===== src/rtl/wb_arbiter_mux.sv =====
// Self-arbitrating Wishbone B4 pipelined multiplexer: COUNT controllers share one bus
// through an internal fixed-priority or round-robin arbiter with an in-flight strobe limit.
module wb_arbiter_mux #(
  parameter int unsigned COUNT           = 2,
  parameter int unsigned ROUND_ROBIN     = 1,
  parameter int unsigned MAX_OUTSTANDING = 4,
  parameter int unsigned WB_ADDR_WIDTH   = 32,
  parameter int unsigned DATA_WIDTH      = 32,
  localparam int unsigned GW = (COUNT > 1) ? $clog2(COUNT) : 1
) (
  input  logic                                  wb_clock_i,
  input  logic                                  wb_reset_i,
  input  logic [COUNT-1:0]                      wbc_cycle_i,
  input  logic [COUNT-1:0]                      wbc_strobe_i,
  input  logic [COUNT-1:0]                      wbc_we_i,
  input  logic [COUNT-1:0][WB_ADDR_WIDTH-1:0]   wbc_addr_i,
  input  logic [COUNT-1:0][DATA_WIDTH-1:0]      wbc_dout_i,
  output logic [COUNT-1:0][DATA_WIDTH-1:0]      wbc_din_o,
  output logic [COUNT-1:0]                      wbc_stall_o,
  output logic [COUNT-1:0]                      wbc_ack_o,
  output logic                                  wb_cycle_o,
  output logic                                  wb_strobe_o,
  output logic                                  wb_we_o,
  output logic [WB_ADDR_WIDTH-1:0]              wb_addr_o,
  output logic [DATA_WIDTH-1:0]                 wb_dout_o,
  input  logic [DATA_WIDTH-1:0]                 wb_din_i,
  input  logic                                  wb_stall_i,
  input  logic                                  wb_ack_i,
  input  logic                                  pause_i,
  output logic [GW-1:0]                         grant_o,
  output logic                                  grant_valid_o
);

  localparam int unsigned CW = $clog2(MAX_OUTSTANDING + 1);

  localparam logic [0:0] ST_IDLE  = 1'b0;
  localparam logic [0:0] ST_GRANT = 1'b1;

  logic [0:0]    state, state_nx;
  logic [GW-1:0] grant, grant_nx;
  logic [GW-1:0] last, last_nx;
  logic [GW-1:0] winner, cand;
  logic [CW-1:0] outstanding, outstanding_nx;
  logic          found;
  logic          at_max, below_max;
  logic          accept, ack_dec;

  assign at_max    = (outstanding == CW'(MAX_OUTSTANDING));
  assign below_max = (outstanding < CW'(MAX_OUTSTANDING));
  assign accept    = wb_strobe_o & ~wb_stall_i;
  assign ack_dec   = wb_ack_i & (outstanding != '0);

  assign grant_o   = grant;
  assign wbc_din_o = {COUNT{wb_din_i}};

  // Winner search: lowest index, or rotating from the slot after the last winner
  always_comb begin
    winner = '0;
    cand   = '0;
    found  = 1'b0;
    for (int unsigned k = 0; k < COUNT; k++) begin
      if (ROUND_ROBIN != 0) begin
        cand = GW'((32'(last) + k + 32'd1) % COUNT);
      end else begin
        cand = GW'(k);
      end
      if (!found && wbc_cycle_i[cand]) begin
        winner = cand;
        found  = 1'b1;
      end
    end
  end

  // State register
  always_ff @(posedge wb_clock_i) begin
    if (wb_reset_i) begin
      state       <= ST_IDLE;
      grant       <= '0;
      last        <= GW'(COUNT - 1);
      outstanding <= '0;
    end else begin
      state       <= state_nx;
      grant       <= grant_nx;
      last        <= last_nx;
      outstanding <= outstanding_nx;
    end
  end

  // Next state and bus/controller routing
  always_comb begin
    state_nx       = state;
    grant_nx       = grant;
    last_nx        = last;
    outstanding_nx = outstanding;
    wb_cycle_o     = 1'b0;
    wb_strobe_o    = 1'b0;
    wb_we_o        = 1'b0;
    wb_addr_o      = '0;
    wb_dout_o      = '0;
    wbc_stall_o    = '1;
    wbc_ack_o      = '0;
    grant_valid_o  = 1'b0;

    case (state)
      ST_IDLE: begin
        if (|wbc_cycle_i) begin
          state_nx = ST_GRANT;
          grant_nx = winner;
          last_nx  = winner;
        end
      end
      ST_GRANT: begin
        grant_valid_o      = 1'b1;
        wb_cycle_o         = wbc_cycle_i[grant];
        wb_we_o            = wbc_we_i[grant];
        wb_addr_o          = wbc_addr_i[grant];
        wb_dout_o          = wbc_dout_i[grant];
        wb_strobe_o        = wbc_strobe_i[grant] & ~pause_i & below_max;
        wbc_stall_o[grant] = pause_i | wb_stall_i | at_max;
        wbc_ack_o[grant]   = wb_ack_i;
        // Dropping CYC aborts the cycle; acks still in flight are discarded
        if (!wbc_cycle_i[grant]) begin
          state_nx       = ST_IDLE;
          outstanding_nx = '0;
        end else if (accept && !ack_dec) begin
          outstanding_nx = outstanding + CW'(1);
        end else if (!accept && ack_dec) begin
          outstanding_nx = outstanding - CW'(1);
        end
      end
      default: state_nx = ST_IDLE;
    endcase
  end

endmodule


===== config.mk =====
export PLATFORM = sky130hd
export DESIGN_NAME = wb_arbiter_mux
export DESIGN_NICKNAME = d
export VERILOG_FILES = /design/src/rtl/wb_arbiter_mux.sv
export SDC_FILE = /design/constraint.sdc
export NUM_CORES = 1
export LEC_CHECK = 0
export BUFFER_PORTS_ARGS = -buffer_cell sky130_fd_sc_hd__buf_4
export CORE_AREA = 2 2 119 121
export CTS_CLUSTER_DIAMETER = 200
export DETAILED_ROUTE_END_ITERATION = 10
export DIE_AREA = 0 0 121 123
export MAX_ROUTING_LAYER = met4
export PLACE_DENSITY = 0.47
export SLEW_MARGIN = 40
export SYNTH_ARGS = -nofsm -noshare
export SYNTH_HDL_FRONTEND = slang
export SYNTH_SLANG_ARGS = --single-unit
export TNS_END_PERCENT = 1

===== constraint.sdc =====
create_clock -name wb_clock_i -period 5.1 [get_ports wb_clock_i]
set_input_delay 0.765 -clock wb_clock_i [delete_from_list [all_inputs] [get_ports wb_clock_i]]
set_output_delay 0.765 -clock wb_clock_i [all_outputs]
set_load 0.02 [all_outputs]

==> reports/qor.csv <==
metric,value,unit
status,"finished, final reports clean",
initial_core_util,0.150,
synth-seq-area-share,0.0590,
fillers,1478,
pre_cts_ws,2390,ps
synth_edf_count,0,
top_level_ports,308,
vias_per_cell,3.84,
comb_power_share,0.606,
cts.sinks,6,
dieArea,0.0149,mm²
min_period,2850,ps
slew_viol_final,0,
insertion_delay,230,ps
setup-tns-final,0,ps
rrSetupSlack,2510,ps
period_share,0.559,
io_buffers,211,
leakage,1.57,nW
avgSynthCellArea,7.90,µm²
seqCellArea,125,µm²
hold_viol,0,
crit_type,register to output port,
cts_root_buffer,clkbuf_16,
htree_levels,1,
syn_inst,258,
drive_gt1_frac,0.562,
grt_pass1_wl,10.4,mm
path_clk_slew,30,ps
power_switching,0.165,mW
maxSlewHeadroom,0.568,
clkPwrFrac,0.269,
grt_usage,0.0896,
ys.flop_type,dfxtp_1,
antenna_found_initial,0,
cts_buffers,3,
cts_hold_buf,0,
rsz0062_at_grt,false,
crit_end,wb_dout_o[30],
grt_pass1_vias,2028,
layout_setup_ws,2250,ps
r2r_cells,7,
cts_max_path_buffers,2,
yosys_warnings,0,
powerDensity,142,mW/mm²
vias,2207,
cp_max_fo,40,
dr.first_iter.drc_count,26,
cts.repair.resized,0,
intPower,0.319,mW
grt_max_degree,78,
finalSetupViolCount,0,
syn_nets,430,
fin_skew,0.350,ps
startpoint,grant_o,
cts_tree,yes,
startpoint_type,register,
die_w,121,µm
drc,0,
arrival,2090,ps
place_congestion,0.731,
seqPwrFrac,0.125,
synth_area,0.00204,mm²
sw_frac_of_total,0.341,
worstPathRequired,4340,ps
r2r-end,outstanding[2],
worst_pin_slew,648,ps
first_pass_iters,4,
irDropWorstVdd,101,µV
drv_cap,0,
cts_setup_buffers,0,
diodes,0,
ys_seq_elements,6,
wl,7.57,mm
drt.antenna.violating_nets,0,
fmax,351,MHz
core_area,0.0136,mm²
area_growth,67.1,%
multiInputGateArea,0.00136,mm²
layout.nets,568,
avgRoutedWirePerCell,13.2,µm
end_kind,output port,
place_hpwl,6.22,mm
die_h,123,µm
async_flop_share,0,
timing.rr.start,state,
ys_types,31,
grt-ovfl-total,0,
min_path_type,register to register,
rows,43,
-- flip-flops by register name (all words and copies together) (netlist names) --
signal	count
last	1
outstanding	3
state	1
grant_o	1
-- worst min-delay path by stage --
stage / from / to / slack [ps] / cells past startpoint
final: last / last / 500 / 1
after global routing: last / last / 540 / 1
after CTS: last / last / 500 / 1
after detailed placement: last / last / 490 / 1
after global placement: last / last / 480 / 1
after floorplan: last / last / 470 / 1
-- metrics by stage --
stage / utilization / power, mW / hold WS [ps] / instance area [µm²] / std cells
6_report: 0.250 / 0.484 / 500 / 3400 / 575
5_1_grt: 0.250 / 0.515 / 536 / 3400 / 575
4_1_cts: 0.250 / 0.493 / 500 / 3400 / 575
3_5_place_dp: 0.244 / 0.360 / 492 / 3320 / 571
3_3_place_gp: 0.244 / 0.356 / 480 / 3320 / 571
2_1_floorplan: - / 0.276 / 467 / 2040 / 258
-- area by class of cell --
type,count,area share
Clock buffer,4,0.0232
Inverter,3,0.00331
Timing Repair Buffer,213,0.470
Tap cell,180,0.0662
Multi-Input combinational cell,169,0.401
Sequential cell,6,0.0368
-- cell families (layout without fill, tap and decap cells) --
| logic type | Yosys count | after routing | synth area share |
|---|---|---|---|
| muxes | 68 | 68 | 0.334 |
| and+or+nand+nor | 85 | 85 | 0.257 |
| xor gates and xnor gates | 1 | 1 | 0.00430 |
| buffers and inverters | 83 | 220 | 0.271 |
| DFF | 6 | 6 | 0.0590 |
| adders and majority gates | 1 | 1 | 0.00983 |
| AOI/OAI and AO/OA | 14 | 14 | 0.0639 |
-- Yosys cell counts, types with 2 or more instances --
cell | number | share of area
clkbuf_1 | 8 | 0.015
inv_1 | 3 | 0.0055
buf_1 | 7 | 0.013
o21ai_0 | 3 | 0.0074
nand2b_1 | 4 | 0.012
nand2_1 | 5 | 0.0092
mux2i_1 | 68 | 0.33
nor2b_1 | 66 | 0.20
dfxtp_1 | 6 | 0.059
nor2_1 | 3 | 0.0055
a21oi_1 | 2 | 0.0049
buf_4 | 64 | 0.24
-- per-layer routing --
layer / GRT usage / share of wire / vias up
li1: - / - / 1075
met2: 0.168 / 0.53 / 145
met1: 0.0835 / 0.31 / 970
met5: - / 0 / -
met4: 0.0313 / 0.026 / 0
met3: 0.0337 / 0.13 / 17
-- cells in the final DEF, fill, tap and decap left out, types with 2 or more instances in the layout --
master     netlist  routed
inv_1            3       3
mux2i_1         68      68
dfxtp_1          6       4
clkbuf_16        0       3
o21ai_0          3       3
buf_4           64     213
a21oi_1          2       2
nor2b_1         66      66
nand2b_1         4       4
nand2_1          5       5
nor2_1           3       3
-- worst max-delay path: stages, from the launching register on --
cell	delay, ps
dfxtp_4	750
buf_4	590
mux2i_1	280
nor2b_1	70
buf_4	160
-- power by group through the flow --
stage	logic (mW)	clock network [mW]	registers (mW)
detailed placement	0.298	0	0.0618
global route	0.317	0.136	0.0622
global placement	0.295	0	0.0615
finish	0.294	0.130	0.0606
CTS	0.298	0.133	0.0612
floorplan	0.223	0	0.0530
(Power assumes the default switching activity.)
